File: src/rtl/tt_proc_host_link_pkg.sv
// Shared types and constants for the host-side
// tt_um_processor pin shims.
package tt_proc_host_pkg;

  typedef enum logic [2:0] {
    S_IDLE,
    S_SEND_HI,
    S_GAP_W,
    S_SEND_LO,
    S_WAIT_DONE,
    S_RESP
  } state_t;

  localparam logic [7:0] ERR_DATA = 8'hFF;

  // bit positions on the processor's uio bus
  localparam int STROBE_BIT = 0;
  localparam int DONE_BIT   = 0;

endpackage

File: src/rtl/tt_proc_host_link_if.sv
// Command, response and processor-pin bundle
// for tt_proc_host_link.
interface tt_proc_host_link_if;

  logic        cmd_valid;
  logic        cmd_ready;
  logic [15:0] cmd_data;
  logic [7:0]  pin_data_o;
  logic        pin_strobe_o;
  logic [7:0]  pin_result_i;
  logic        pin_done_i;
  logic        rsp_valid;
  logic        rsp_ready;
  logic [7:0]  rsp_data;
  logic        rsp_err;
  logic        busy;

  modport master (
    input  cmd_valid, cmd_data,
    input  pin_result_i, pin_done_i,
    input  rsp_ready,
    output cmd_ready,
    output pin_data_o, pin_strobe_o,
    output rsp_valid, rsp_data, rsp_err,
    output busy
  );

  modport slave (
    output cmd_valid, cmd_data,
    output pin_result_i, pin_done_i,
    output rsp_ready,
    input  cmd_ready,
    input  pin_data_o, pin_strobe_o,
    input  rsp_valid, rsp_data, rsp_err,
    input  busy
  );

endinterface

File: src/rtl/tt_proc_host_link_timer.sv
// Clearable up-counter that flags the last cycle
// of a TIMEOUT-cycle window; TIMEOUT=0 never expires.
module tt_proc_host_timer #(
  parameter int unsigned TIMEOUT = 64
) (
  input  logic clk,
  input  logic rst_n,
  input  logic clr,
  input  logic en,
  output logic expire
);

  localparam int unsigned W =
    (TIMEOUT == 0) ? 1 : $clog2(TIMEOUT + 1);
  localparam logic [W-1:0] LAST =
    W'((TIMEOUT == 0) ? 0 : TIMEOUT - 1);

  logic [W-1:0] cnt;

  always_ff @(posedge clk or negedge rst_n) begin
    if (!rst_n) begin
      cnt <= '0;
    end else if (clr) begin
      cnt <= '0;
    end else if (en) begin
      cnt <= cnt + W'(1);
    end
  end

  assign expire = (TIMEOUT != 0) && (cnt == LAST);

endmodule

File: src/rtl/tt_proc_host_link.sv
// Host shim: sends a 16-bit command to tt_um_processor
// as two strobed bytes and returns the 8-bit result.
module tt_proc_host_link
  import tt_proc_host_pkg::*;
#(
  parameter int unsigned TIMEOUT = 64,
  parameter int unsigned GAP     = 1
) (
  input logic               clk,
  input logic               rst_n,
  tt_proc_host_link_if.master bus
);

  localparam logic [3:0] GAP_LAST =
    (GAP == 0) ? 4'd0 : 4'(GAP - 1);

  state_t     state, state_d;
  logic [7:0] cmd_lo, cmd_lo_d;
  logic [3:0] gap_cnt, gap_cnt_d;
  logic [7:0] data_d, rdata_d;
  logic       strobe_d, rvalid_d, rerr_d;
  logic       tmr_clr, tmr_en, tmr_exp;

  tt_proc_host_timer #(
    .TIMEOUT(TIMEOUT)
  ) u_timer (
    .clk   (clk),
    .rst_n (rst_n),
    .clr   (tmr_clr),
    .en    (tmr_en),
    .expire(tmr_exp)
  );

  always_comb begin
    state_d   = state;
    cmd_lo_d  = cmd_lo;
    gap_cnt_d = gap_cnt;
    data_d    = bus.pin_data_o;
    strobe_d  = 1'b0;
    rvalid_d  = bus.rsp_valid;
    rdata_d   = bus.rsp_data;
    rerr_d    = bus.rsp_err;
    tmr_clr   = 1'b0;
    tmr_en    = 1'b0;
    unique case (state)
      S_IDLE: begin
        if (bus.cmd_valid) begin
          state_d  = S_SEND_HI;
          cmd_lo_d = bus.cmd_data[7:0];
          data_d   = bus.cmd_data[15:8];
          strobe_d = 1'b1;
        end
      end
      S_SEND_HI: begin
        gap_cnt_d = GAP_LAST;
        if (GAP == 0) begin
          state_d  = S_SEND_LO;
          data_d   = cmd_lo;
          strobe_d = 1'b1;
        end else begin
          state_d = S_GAP_W;
        end
      end
      S_GAP_W: begin
        if (gap_cnt == 4'd0) begin
          state_d  = S_SEND_LO;
          data_d   = cmd_lo;
          strobe_d = 1'b1;
        end else begin
          gap_cnt_d = gap_cnt - 4'd1;
        end
      end
      S_SEND_LO: begin
        state_d = S_WAIT_DONE;
        tmr_clr = 1'b1;
      end
      S_WAIT_DONE: begin
        // done is checked first so it wins a tie with expiry
        if (bus.pin_done_i) begin
          state_d  = S_RESP;
          rvalid_d = 1'b1;
          rdata_d  = bus.pin_result_i;
          rerr_d   = 1'b0;
        end else if (tmr_exp) begin
          state_d  = S_RESP;
          rvalid_d = 1'b1;
          rdata_d  = ERR_DATA;
          rerr_d   = 1'b1;
        end else begin
          tmr_en = 1'b1;
        end
      end
      S_RESP: begin
        if (bus.rsp_ready) begin
          state_d  = S_IDLE;
          rvalid_d = 1'b0;
        end
      end
      default: state_d = S_IDLE;
    endcase
  end

  always_ff @(posedge clk or negedge rst_n) begin
    if (!rst_n) begin
      state            <= S_IDLE;
      cmd_lo           <= '0;
      gap_cnt          <= '0;
      bus.pin_data_o   <= '0;
      bus.pin_strobe_o <= 1'b0;
      bus.rsp_valid    <= 1'b0;
      bus.rsp_data     <= '0;
      bus.rsp_err      <= 1'b0;
    end else begin
      state            <= state_d;
      cmd_lo           <= cmd_lo_d;
      gap_cnt          <= gap_cnt_d;
      bus.pin_data_o   <= data_d;
      bus.pin_strobe_o <= strobe_d;
      bus.rsp_valid    <= rvalid_d;
      bus.rsp_data     <= rdata_d;
      bus.rsp_err      <= rerr_d;
    end
  end

  assign bus.cmd_ready = (state == S_IDLE);
  assign bus.busy      = (state != S_IDLE);

endmodule

File: src/flat_wrapper.sv
// flat-port wrapper written by rule: the top's interface ports become plain ports
module tt_proc_host_link_flat import tt_proc_host_pkg::*;
#(
  parameter int unsigned TIMEOUT = 64,
  parameter int unsigned GAP     = 1
)
  (clk, rst_n, bus_cmd_valid, bus_cmd_data, bus_pin_result_i, bus_pin_done_i, bus_rsp_ready, bus_cmd_ready, bus_pin_data_o, bus_pin_strobe_o, bus_rsp_valid, bus_rsp_data, bus_rsp_err, bus_busy);
  tt_proc_host_link_if bus_i ();
  input logic clk;
  input logic rst_n;
  input wire logic [$bits(bus_i.cmd_valid)-1:0] bus_cmd_valid;
  input wire logic [$bits(bus_i.cmd_data)-1:0] bus_cmd_data;
  input wire logic [$bits(bus_i.pin_result_i)-1:0] bus_pin_result_i;
  input wire logic [$bits(bus_i.pin_done_i)-1:0] bus_pin_done_i;
  input wire logic [$bits(bus_i.rsp_ready)-1:0] bus_rsp_ready;
  output wire logic [$bits(bus_i.cmd_ready)-1:0] bus_cmd_ready;
  output wire logic [$bits(bus_i.pin_data_o)-1:0] bus_pin_data_o;
  output wire logic [$bits(bus_i.pin_strobe_o)-1:0] bus_pin_strobe_o;
  output wire logic [$bits(bus_i.rsp_valid)-1:0] bus_rsp_valid;
  output wire logic [$bits(bus_i.rsp_data)-1:0] bus_rsp_data;
  output wire logic [$bits(bus_i.rsp_err)-1:0] bus_rsp_err;
  output wire logic [$bits(bus_i.busy)-1:0] bus_busy;
  assign bus_i.cmd_valid = bus_cmd_valid;
  assign bus_i.cmd_data = bus_cmd_data;
  assign bus_i.pin_result_i = bus_pin_result_i;
  assign bus_i.pin_done_i = bus_pin_done_i;
  assign bus_i.rsp_ready = bus_rsp_ready;
  assign bus_cmd_ready = bus_i.cmd_ready;
  assign bus_pin_data_o = bus_i.pin_data_o;
  assign bus_pin_strobe_o = bus_i.pin_strobe_o;
  assign bus_rsp_valid = bus_i.rsp_valid;
  assign bus_rsp_data = bus_i.rsp_data;
  assign bus_rsp_err = bus_i.rsp_err;
  assign bus_busy = bus_i.busy;
  tt_proc_host_link #(.TIMEOUT(TIMEOUT), .GAP(GAP)) u_core (.clk(clk), .rst_n(rst_n), .bus(bus_i));
endmodule
File: config.mk
export PLATFORM = sky130hd
export DESIGN_NAME = tt_proc_host_link_flat
export DESIGN_NICKNAME = d
export VERILOG_FILES = /design/src/rtl/tt_proc_host_link_pkg.sv /design/src/rtl/tt_proc_host_link_if.sv /design/src/rtl/tt_proc_host_link_timer.sv /design/src/rtl/tt_proc_host_link.sv /design/src/flat_wrapper.sv
export SDC_FILE = /design/constraint.sdc
export NUM_CORES = 1
export LEC_CHECK = 0
export BUFFER_PORTS_ARGS = -buffer_cell sky130_fd_sc_hd__buf_4
export CORE_MARGIN = 4
export CORE_UTILIZATION = 40
export CTS_BUF_LIST = sky130_fd_sc_hd__clkbuf_16
export DETAILED_ROUTE_END_ITERATION = 8
export GPL_TIMING_DRIVEN = 1
export PLACE_DENSITY = 0.61
export SYNTH_ARGS = -nofsm -noshare
export SYNTH_HDL_FRONTEND = slang
export SYNTH_HIERARCHICAL = 1
export SYNTH_SLANG_ARGS = --single-unit
export TNS_END_PERCENT = 20
File: constraint.sdc
create_clock -name clk -period 2.4 [get_ports clk]
set_input_delay 0.36 -clock clk [delete_from_list [all_inputs] [get_ports clk]]
set_output_delay 0.36 -clock clk [all_outputs]
set_load 0.02 [all_outputs]
# Word-level counts from Yosys, hierarchy flattened
# Index checks and enable logic that the tools add are counted.
[totals]
register_bits = 41
latch_bits = 0
ram_bits = 0
rom_bits = 0
n_memories = 0
[classes]
n_addsub = 2
mul = 0
div = 0
magnitude_cmp = 0
n_eq_ne = 11
n_shift = 0
n_mux = 27
n_bitwise = 0
n_reduce_logical = 14
[ops]
columns = ["operator", "count"]
rows = [
  ["8-bit 2-to-1 mux", 4],
  ["3-bit case mux with 6 select lines", 1],
  ["8-bit case mux with 2 select lines", 1],
  ["3-bit 2-to-1 mux", 5],
  ["7-bit 2-to-1 mux", 2],
  ["1-bit 2-to-1 mux", 10],
  ["2-bit nonzero test", 5],
  ["4-bit case mux with 2 select lines", 1],
  ["7-bit by 1-bit adder with 7-bit output, second input constant", 1],
  ["7-bit by 6-bit equality test with 1-bit output, second input constant", 1],
  ["3-bit by 2-bit equality test with 1-bit output, second input constant", 2],
  ["3-bit equality test, second input constant", 2],
  ["2-bit inequality test, second input constant", 3],
  ["2-bit AND reduction", 3],
  ["3-bit AND reduction", 2],
  ["4-bit logical NOT", 1],
  ["4-bit 2-to-1 mux", 1],
  ["1-bit case mux with 2 select lines", 2],
  ["4-bit AND reduction", 1],
  ["4-bit by 1-bit subtractor with 4-bit output, second input constant", 1],
  ["3-bit by 1-bit equality test with 1-bit output, second input constant", 1],
  ["3-bit logical NOT", 1],
  ["3-bit by 2-bit inequality test with 1-bit output, second input constant", 1],
  ["3-bit nonzero test", 1],
  ["2-bit by 1-bit inequality test with 1-bit output, second input constant", 1],
]

# Logic depth before layout (Yosys ltp)
[logic_depth]
ltp_word = 6
mapped_depth = 6
mapped_depth_nobuf = 6

# Modules after synthesis
# Netlist, hierarchy kept.
[modules_own_cells]
columns = ["module", "instances", "cells_per_inst", "area_each_um2"]
rows = [
  ["tt_proc_host_link", 1, 114, 1547.7],
  ["tt_proc_host_timer", 1, 30, 324.1],
]

# Worst setup path after synthesis
# No wires, ideal clock.
[synth_timing]
path_type = "register -> register"
startpoint = "register u_core.state[0]"
endpoint = "register u_core.u_timer.cnt[5]"
arrival_time_ns = 2.117
required_ns = 2.322
setup_slack_ns = 0.205
path_stages_with_launch = 7
path_buffers = 1
cell_sequence = "dfrtp_1 > buf_2 > or3b_2 > nor3_1 > nand4_2 > or3_1 > a21oi_1"
[synth_between]
elab_chain_cells = 3
[synth_lines]
columns = ["item", "line_no", "source"]
rows = [
  ["start: declaration", "tt_proc_host_link.sv:17", "state_t state, state_d;"],
  ["start signal: assignment", "tt_proc_host_link.sv:114", "state <= state_d;"],
  ["3-bit equality test", "tt_proc_host_link.sv:45", "unique case (state)"],
  ["1-bit 2-to-1 mux", "tt_proc_host_link.sv:45", ""],
  ["net u_core.tmr_en", "tt_proc_host_link.sv:22", "logic tmr_clr, tmr_en, tmr_exp;"],
  ["2-bit nonzero test (no source line)", "-", ""],
  ["end signal: assignment", "tt_proc_host_link_timer.sv:26", "cnt <= cnt + W'(1);"],
  ["end: declaration", "tt_proc_host_link_timer.sv:18", "logic [W-1:0] cnt;"],
]
# The timed path passes the listed nets, and every way through them passes these cells.
# A chain may end at the register's enable or synchronous reset.

# Worst setup path after layout
# Same ends and word-level chain as after synthesis.

==> results_dict.tcl <==
set metrics [dict create \
    synth_warnings 6 \
    syn_nets 176 \
    seqPwrFrac 0.374 \
    io_buffers 49 \
    drc 0 \
    wl_per_cell_um 15.7 \
    netSwitchingFraction 0.340 \
    final_util 0.548 \
    dieArea_mm2 0.00584 \
    cts_setup_buffers 0 \
    slew_headroom 0.660 \
    clk_latency_ps 280 \
    peakVddDrop_uv 555 \
    powerDensity_mw_per_mm2 1280 \
    synth_area_per_cell_um2 13.0 \
    drt_first_pass_iters 4 \
    cts_resized 0 \
    antenna_cells 0 \
    antenna_found_initial 0 \
    r2r_cells 6 \
    tns_ps 0 \
    clk_pin_slew_ps 50 \
    switchingPower_uw 1060 \
    endpoint_kind "flip-flop" \
    finalSetupViolations 0 \
    fin_nets 231 \
    die_y_um 76.4 \
    antenna_left 0 \
    track_usage 0.143 \
    drv_cap 0 \
    cts_max_level 2 \
    path_class "flip-flop to flip-flop" \
    seq_area_frac_synth 0.548 \
    slew_viol_final 0 \
    io-pin-count 50 \
    netlist_instances 144 \
    routabilityCongestion 0.851 \
    cts_tree "done" \
    cp-start-kind "flip-flop" \
    initial_core_util 0.421 \
    dieWidth_um 76.4 \
    rr_startpoint "u_core/state[0]" \
    p_clk_frac 0.200 \
    worst_pin_slew_ps 509 \
    rsz0062_at_grt "false" \
    ys_ff_latch 41 \
    p_int_uw 2060 \
    final_hold_viol_count 0 \
    period_share 0.858 \
    synthFlopType "dfrtp_1" \
    routed-via-count 1345 \
    period_needed_ps 2060 \
    fin_hold_ws_ps 54.5 \
    cts_hold_buf 0 \
    status "completed" \
    hold_path_class "input pin to asynchronous set/reset pin" \
    grt_pass1_wl_um 6640 \
    grt_max_degree 42 \
    crit_arrival_ps 2260 \
    synth.distinct_cells 33 \
    grt_pass1_vias 1426 \
    vias_per_cell 5.34 \
    cts_root_buf "clkbuf_16" \
    fmax_ghz 0.486 \
    overflow 0 \
    cp-startpoint "u_core/state[0]" \
    synth_async_sr_flop_share 1.00 \
    core_mm2 0.00444 \
    totalWireLength_um 3950 \
    skew_ps 4.78 \
    std_cell_rows 24 \
    cp.required_ps 2600 \
    reg2reg_slack_ps 340 \
    drt-initial-drc-count 21 \
    synth_area_mm2 0.00187 \
    r2r_end "u_core/u_timer/cnt[5]" \
    dp_hpwl_um 2950 \
    tritoncts.num_buffers 5 \
    area_delta_synth_final_pct 30.1 \
    clock_path_buffers 2 \
    p_leak_uw 0.00114 \
    synth_edf_count 0 \
    path_max_fanout 11 \
    combPwrFrac 0.426 \
    clock_sinks 41 \
    final_layout_size_suffix_gt1_frac 0.460 \
]
==> registers in the layout, indices dropped and copies added, names as in the netlist <==
signal / cells
u_core/gap_cnt: 4
u_core/u_timer/cnt: 7
u_core/bus.rsp_data: 8
u_core/bus.rsp_valid: 1
u_core/bus.rsp_err: 1
u_core/cmd_lo: 8
u_core/bus.pin_data_o: 8
u_core/state: 3
u_core/bus.pin_strobe_o: 1
==> power by group through the flow <==
stage | sequential, µW | clock, µW | combinational [µW]
final | 1170 | 624 | 1330
after global routing | 1210 | 684 | 1430
after CTS | 1170 | 643 | 1350
after detailed placement | 1180 | 0 | 1350
after global placement | 1160 | 0 | 1330
after floorplan | 1300 | 0 | 753
==> worst max-delay path, stage by stage, from the launching register on <==
cell and delay [ps]:
dfrtp_1 500, or3b_2 540, nor3_1 160, buf_4 180
nand4_2 130, or3_1 330, a21oi_1 140
==> worst max-delay path by stage <==
stage                            endpoint  slack, ps
CTS                 u_core/u_timer/cnt[5]        380
detailed placement  u_core/u_timer/cnt[5]        390
global route        u_core/u_timer/cnt[5]        210
global placement    u_core/u_timer/cnt[5]        440
finish              u_core/u_timer/cnt[5]        340
floorplan           u_core/u_timer/cnt[5]        210
==> per-layer routing <==
metal	global-route usage	part of all wire	vias up
li1	-	-	623
met1	0.173	0.43	680
met2	0.230	0.49	37
met3	0.0544	0.063	5
met4	0.0543	0.013	0
met5	0	0	-
==> area by class of cell <==
type / count / area (µm²)
fillers: 397 / 2010
inverters: 4 / 15.0
repair buffers: 53 / 398
flip-flops and latches: 41 / 1030
clock buffers: 5 / 125
well taps: 52 / 65.1
multi-input cells: 94 / 793
clock inverters: 3 / 12.5
==> logic make-up after synthesis <==
logic type | count (synthesis) | share of synthesized area
compound gates | 21 | 0.0842
flops | 41 | 0.548
mux | 27 | 0.176
simple gates | 39 | 0.124
fa+ha+maj | 3 | 0.0201
buf+inv | 9 | 0.0281
xor+xnor | 4 | 0.0187
==> cells in the mapped netlist, drive strengths merged, types with 2 or more instances <==
cell type	number	area, µm²
nand3	2	10.0
o22a	9	78.8
a31o	2	17.5
nor3b	3	22.5
xor2	3	26.3
buf	5	37.5
dfrtp	41	1030
nand4	3	25.0
or3	3	18.8
inv	4	15.0
or3b	4	35.0
nor2	10	40.0
mux2	24	300
nor3	3	15.0
o21ai	2	10.0
mux2i	3	30.0
nand2	8	30.0
ha	3	37.5
a21oi	3	15.0
==> cell usage in the layout, fill, tap and decap left out, types with 2 or more instances in the layout <==
cell and n:
nor3b_1 3, nor3_1 3, dfrtp_1 41, clkinv_1 2, a21oi_1 3, buf_4 53
nand2_1 8, clkbuf_16 5, a31o_2 2, mux2i_1 3, o21ai_0 2, xor2_1 3
mux2_2 16, nand3_1 2, nand4_1 2, mux2_4 8, inv_1 4, ha_1 3
nor2_1 9, or3b_2 3, or3_1 3, o22a_1 9
==> stage by stage <==
stage / setup WS [ps] / cell area (µm²) / std cells / total power [µW]
floorplan: 205 / 1870 / 144 / 2050
detailed placement: 391 / 2300 / 244 / 2530
CTS: 377 / 2430 / 252 / 3170
global placement: 442 / 2300 / 244 / 2480
global route: 210 / 2430 / 252 / 3320
finish: 342 / 2430 / 252 / 3130
(Power assumes the default switching activity.)
